File: src/rtl/fft_pkg.sv
// Shared defaults and FSM encoding for the FFT power / peak back-end.
// Bin width, log2 frame length and power width live here.
package fft_pkg;

    localparam int WIDTH_DEF = 16;
    localparam int N_DEF     = 6;
    localparam int PW_DEF    = 2 * WIDTH_DEF;

    typedef enum logic [1:0] {
        ST_IDLE   = 2'd0,
        ST_ACC    = 2'd1,
        ST_REPORT = 2'd2
    } state_t;

endpackage

File: src/rtl/fft_pwr_pipe.sv
// Three-stage re^2+im^2 pipeline with valid/index sideband.
// No stalls; every sample flows through in exactly three cycles.
module fft_pwr_pipe
    import fft_pkg::*;
#(
    parameter  int width = WIDTH_DEF,
    parameter  int N     = N_DEF,
    localparam int PW    = 2 * width
) (
    input  logic                    clk,
    input  logic                    areset,
    input  logic                    in_valid,
    input  logic [N-1:0]            in_idx,
    input  logic signed [width-1:0] in_re,
    input  logic signed [width-1:0] in_im,
    output logic                    pwr_valid,
    output logic [N-1:0]            pwr_idx,
    output logic [PW-1:0]           pwr_out
);

    logic                    r_s1_v;
    logic [N-1:0]            r_s1_idx;
    logic signed [width-1:0] r_s1_re;
    logic signed [width-1:0] r_s1_im;

    logic                    r_s2_v;
    logic [N-1:0]            r_s2_idx;
    logic signed [PW-1:0]    r_s2_re2;
    logic signed [PW-1:0]    r_s2_im2;

    logic                    r_s3_v;
    logic [N-1:0]            r_s3_idx;
    logic [PW-1:0]           r_s3_pwr;

    logic [PW-1:0]           w_sum;

    // Sum of two squares is at most 2^(PW-1), so PW bits never overflow.
    assign w_sum = $unsigned(r_s2_re2) + $unsigned(r_s2_im2);

    // S1 capture, S2 signed squares, S3 unsigned sum.
    always_ff @(posedge clk or negedge areset) begin
        if (!areset) begin
            r_s1_v   <= 1'b0;
            r_s1_idx <= '0;
            r_s1_re  <= '0;
            r_s1_im  <= '0;
            r_s2_v   <= 1'b0;
            r_s2_idx <= '0;
            r_s2_re2 <= '0;
            r_s2_im2 <= '0;
            r_s3_v   <= 1'b0;
            r_s3_idx <= '0;
            r_s3_pwr <= '0;
        end else begin
            r_s1_v   <= in_valid;
            r_s1_idx <= in_idx;
            r_s1_re  <= in_re;
            r_s1_im  <= in_im;
            r_s2_v   <= r_s1_v;
            r_s2_idx <= r_s1_idx;
            r_s2_re2 <= r_s1_re * r_s1_re;
            r_s2_im2 <= r_s1_im * r_s1_im;
            r_s3_v   <= r_s2_v;
            r_s3_idx <= r_s2_idx;
            r_s3_pwr <= w_sum;
        end
    end

    assign pwr_valid = r_s3_v;
    assign pwr_idx   = r_s3_idx;
    assign pwr_out   = r_s3_pwr;

endmodule

File: src/rtl/fft_peak_detect.sv
// Per-bin power stream plus once-per-frame peak bin report.
// Build option FFT_PEAK_SKIP_DC_EN: bin 0 is excluded from the peak search.
module fft_peak_detect
    import fft_pkg::*;
#(
    parameter  int width = WIDTH_DEF,
    parameter  int N     = N_DEF,
    localparam int PW    = 2 * width
) (
    input  logic                    clk,
    input  logic                    areset,
    input  logic                    in_valid,
    input  logic [N-1:0]            in_idx,
    input  logic signed [width-1:0] in_re,
    input  logic signed [width-1:0] in_im,
    output logic                    pwr_valid,
    output logic [N-1:0]            pwr_idx,
    output logic [PW-1:0]           pwr_out,
    output logic                    peak_valid,
    output logic [N-1:0]            peak_idx,
    output logic [PW-1:0]           peak_pwr,
    output logic                    frame_err
);

    localparam logic [N-1:0] LAST_IDX = '1;

    logic           w_pv;
    logic [N-1:0]   w_pidx;
    logic [PW-1:0]  w_pwr;
    logic [PW-1:0]  w_first_pwr;
    logic [N-1:0]   w_next_idx;
    logic           w_better;

    state_t         r_state;
    logic [N-1:0]   r_prev_idx;
    logic [N-1:0]   r_cand_idx;
    logic [PW-1:0]  r_cand_pwr;
    logic           r_peak_valid;
    logic [N-1:0]   r_peak_idx;
    logic [PW-1:0]  r_peak_pwr;
    logic           r_frame_err;

    fft_pwr_pipe #(
        .width (width),
        .N     (N)
    ) u_pwr (
        .clk       (clk),
        .areset    (areset),
        .in_valid  (in_valid),
        .in_idx    (in_idx),
        .in_re     (in_re),
        .in_im     (in_im),
        .pwr_valid (w_pv),
        .pwr_idx   (w_pidx),
        .pwr_out   (w_pwr)
    );

`ifdef FFT_PEAK_SKIP_DC_EN
    // DC bin seeds the search at zero so any AC energy beats it.
    assign w_first_pwr = '0;
`else
    assign w_first_pwr = w_pwr;
`endif

    assign w_next_idx = r_prev_idx + N'(1);
    assign w_better   = (w_pwr > r_cand_pwr);

    // Frame tracking FSM with peak candidate and held report registers.
    always_ff @(posedge clk or negedge areset) begin
        if (!areset) begin
            r_state      <= ST_IDLE;
            r_prev_idx   <= '0;
            r_cand_idx   <= '0;
            r_cand_pwr   <= '0;
            r_peak_valid <= 1'b0;
            r_peak_idx   <= '0;
            r_peak_pwr   <= '0;
            r_frame_err  <= 1'b0;
        end else begin
            r_peak_valid <= 1'b0;
            r_frame_err  <= 1'b0;
            unique case (r_state)
                ST_IDLE: begin
                    if (w_pv && w_pidx == '0) begin
                        r_cand_idx <= '0;
                        r_cand_pwr <= w_first_pwr;
                        r_prev_idx <= '0;
                        r_state    <= ST_ACC;
                    end
                end
                ST_ACC: begin
                    if (!w_pv || w_pidx != w_next_idx) begin
                        r_frame_err <= 1'b1;
                        r_state     <= ST_IDLE;
                    end else begin
                        r_prev_idx <= w_pidx;
                        if (w_better) begin
                            r_cand_idx <= w_pidx;
                            r_cand_pwr <= w_pwr;
                        end
                        if (w_pidx == LAST_IDX) begin
                            r_peak_idx   <= w_better ? w_pidx : r_cand_idx;
                            r_peak_pwr   <= w_better ? w_pwr : r_cand_pwr;
                            r_peak_valid <= 1'b1;
                            r_state      <= ST_REPORT;
                        end
                    end
                end
                ST_REPORT: begin
                    r_state <= ST_IDLE;
                end
                default: begin
                    r_state <= ST_IDLE;
                end
            endcase
        end
    end

    assign pwr_valid  = w_pv;
    assign pwr_idx    = w_pidx;
    assign pwr_out    = w_pwr;
    assign peak_valid = r_peak_valid;
    assign peak_idx   = r_peak_idx;
    assign peak_pwr   = r_peak_pwr;
    assign frame_err  = r_frame_err;

endmodule

File: config.mk
export PLATFORM = sky130hd
export DESIGN_NAME = fft_peak_detect
export DESIGN_NICKNAME = d
export VERILOG_FILES = /design/src/rtl/fft_pkg.sv /design/src/rtl/fft_pwr_pipe.sv /design/src/rtl/fft_peak_detect.sv
export SDC_FILE = /design/constraint.sdc
export NUM_CORES = 2
export LEC_CHECK = 0
export BUFFER_PORTS_ARGS = -buffer_cell sky130_fd_sc_hd__buf_2
export CORE_UTILIZATION = 55
export DETAILED_ROUTE_END_ITERATION = 10
export PLACE_DENSITY = 0.82
export SYNTH_ARGS = -nofsm -noshare
export SYNTH_HDL_FRONTEND = slang
export SYNTH_SLANG_ARGS = --single-unit
File: constraint.sdc
create_clock -name clk -period 5.6 [get_ports clk]
set_input_delay 0.84 -clock clk [delete_from_list [all_inputs] [get_ports clk]]
set_output_delay 0.84 -clock clk [all_outputs]
set_load 0.005 [all_outputs]
==> results.md <==
* Num CTS Buffers at 26
* Final hold violations at 0
* Status: finished, violations left
* Met2 usage at 0.480
* Via count at 20400
* CTS tree: yes
* Failing checks: negative setup slack
* # port buffers at 119
* CORE AREA at 49000 um2
* Req. time, crit path at 6.01 ns
* Die Area at 50600 um2
* Maximum number of pins on one net before global-route repair at 110
* Worst-skew pair later-pin latency at 0.56 ns
* Critical path class: flop to flop
* DR vias/cell at 5.33
* EDFF count, synth at 0
* Mapped Cells at 2737
* Initial antenna violation count at 0
* Root Buffer: clkbuf_16
* Die height at 225 um
* Routed Antenna Nets at 0
* Pre-antenna DRT Iters at 5
* Routed len/inst at 16.7 um
* Post-DP HPWL at 52200 um
* Met3 usage at 0.0295
* Std-Cell Rows at 81
* FILL cells at 3578
* Vias in the first global route at 22600
* Post-synth top area share at 0.343
* Syn_nets at 3487
* Clock skew at 0.0160 ns
* Post-synthesis cell area at 27300 um2
* Number of library cell types mapped by synthesis at 79
* Layout cell share with drive strength beyond 1 at 0.230
* RSZ-0062 raised after global routing: true
* Mean Syn Cell Area at 9.98 um2
* CP Data Arrival Time at 6.41 ns
* Non-filler cells, final at 3828
* Diodes inserted at 0
* H-tree lvl count at 1
* Type of the tightest min-delay check: primary input to asynchronous set/reset pin
* Clock transition at path regs at 0.06 ns
* Commonest cells after routing, fill and taps aside: 648 x inv_1, 455 x fa_1, 311 x buf_4, 242 x nand2_1, 224 x ha_1
* Routability cong. at 0.947
* Post-DP Area at 30900 um2
* # Max-Cap Violations at 0
* Max Slew Vio Count at 0
* Die W at 225 um
* Endpoint class of the critical path: flop
* GRT Resource Usage Total at 0.265
* Setup slack after layout at -0.402 ns
* Initial Utilization at 0.558
* Max Freq at 167 MHz
* Dpl cells at 3730
* Max Buffers Root-to-Sink at 3
* Sequential share of the synthesized area at 0.213
* Tcrit/Tclk final at 1.07
* Endpoints failing setup at 24
* IO Pins at 120
* Cell taking the most area after synthesis: fa_1
* Busiest layer in global routing: met2
* Yosys warnings at 0
* Worst Path Max Fanout at 4
* DRC violations left at 0
* Total length of routed wires at 64100 um
* Global route total overflow at 0
* Area Growth Syn to Fin at 20.1%
* Met1 GRT Util at 0.330
* Worst Tran Pin Value at 1.22 ns
* Commonest non-fill, non-tap cell in the layout: inv_1
* Final instance area at 32800 um2
* Slew HR at 0.182
* Min Clock Period, post-route at 6.00 ns
* Async SR Flop Fraction at 1.00
* Num Clock Sinks at 233
* Flops & latches, synth at 233
* Ranking of synthesized cells by area: fa_1 34%, dfrtp_1 21%, ha_1 11%, inv_1 9.2%, nand2_1 3.5%
* First-pass GRT wire length at 108000 um
* Layout Nets at 3899
* Startpoint types: flop
* Drt initial violations at 1195
* Ys flop type: dfrtp_1
[area by class of cell]
cell class | instances | area (um2) | area share
flip-flops and latches | 233 | 5860 | 0.179
clock inverters | 11 | 144 | 0.00439
clock buffers | 32 | 693 | 0.0211
multi-input cells | 1755 | 19400 | 0.591
well taps | 664 | 831 | 0.0253
inverters | 671 | 2520 | 0.0768
repair buffers | 462 | 3360 | 0.102
[logic make-up after synthesis]
family | after synthesis | synth area share
XOR/XNOR | 115 | 0.0369
multiplexers | 35 | 0.0143
flip-flops | 233 | 0.213
AND/OR/NAND/NOR | 599 | 0.104
AO/OA/AOI/OAI | 297 | 0.0741
buffers and inverters | 749 | 0.104
adder cells (fa/ha/maj) | 709 | 0.453
[layer usage]
metal | vias up | wire length, um
met2 | 589 | 33500
li1 | 9262 | -
met1 | 10400 | 25600
met5 | - | 0
met4 | 0 | 1800
met3 | 125 | 3190
[flip-flops by register name (all words and copies together), names as in the netlist, 16 cells and up]
signal / cells
peak_pwr: 32
r_cand_pwr: 32
u_pwr.pwr_out: 32
u_pwr.r_s2_im2: 31
u_pwr.r_s2_re2: 31
u_pwr.r_s1_im: 16
u_pwr.r_s1_re: 16
[stage by stage]
| step | worst slack, ns | TNS [ns] | hold slack [ns] | util |
|---|---|---|---|---|
| 2_1_floorplan | -0.181 | -0.802 | 0.331 | - |
| 3_3_place_gp | -0.358 | -4.59 | 0.332 | 0.631 |
| 3_5_place_dp | -0.486 | -8.30 | 0.336 | 0.631 |
| 4_1_cts | -0.332 | -4.39 | 0.346 | 0.657 |
| 5_1_grt | -0.533 | -9.97 | 0.355 | 0.670 |
| 6_report | -0.402 | -5.59 | 0.322 | 0.670 |
[final timing paths]
check	startpoint	to	slack (ns)	cells after the start
min reg2reg	u_pwr.r_s2_idx[4]	u_pwr.pwr_idx[4]	0.34	0
max	u_pwr.r_s1_re[10]	u_pwr.r_s2_re2[23]	-0.40	21
max reg2reg	u_pwr.r_s1_re[10]	u_pwr.r_s2_re2[23]	-0.40	21
max in group asynchronous	areset	u_pwr.r_s1_re[5]	4.13	2
min in group clk	u_pwr.r_s2_idx[4]	u_pwr.pwr_idx[4]	0.34	0
min	areset	peak_pwr[20]	0.32	1
[repair_timing]
item / in CTS / in global routing
hold buffers: 0 / 0
gates resized for setup: 82 / 119
hold endpoints to repair: 0 / 0
buffers inserted: 25 / 34
endpoints found under the setup margin: 30 / 36
pin swaps: 45 / 77
[Yosys cell counts (3+ instances only)]
cell type	count
inv_1	670
fa_1	468
nand2_1	253
ha_1	241
dfrtp_1	233
nor2_1	110
xnor2_1	89
and2_1	78
a21oi_1	68
clkbuf_1	62
o21ai_0	49
nand4_1	47
o211ai_1	42
a21o_1	33
nand3_1	26
xor2_1	26
o21a_1	22
nor3_1	21
mux2_2	18
mux2_1	14
nand2b_1	14
a31o_2	10
and3_1	10
o21bai_1	10
nor2b_1	9
a31oi_1	7
buf_2	7
or3_1	7
a211oi_1	6
o2bb2ai_1	6
a221oi_1	5
buf_1	5
o21ai_1	4
a21boi_0	3
mux2i_1	3
nand4b_1	3
o31ai_1	3
or2_2	3
[worst max-delay path, stage by stage, from the launching register on]
cell	delay, ns
dfrtp_2	0.44
buf_4	0.16
and2_1	0.18
buf_4	0.14
fa_1	0.43
fa_1	0.54
fa_1	0.45
fa_1	0.49
fa_1	0.50
inv_1	0.05
fa_1	0.49
inv_2	0.05
ha_4	0.27
nand2_4	0.05
or3_4	0.39
nor4b_4	0.33
buf_4	0.17
nand3b_1	0.12
a21oi_2	0.08
o21ai_2	0.18
mux2i_1	0.23
o2111ai_1	0.13
Power is not shown: default switching activity piles up to over one toggle a cycle in this logic, so the estimate is an artifact.
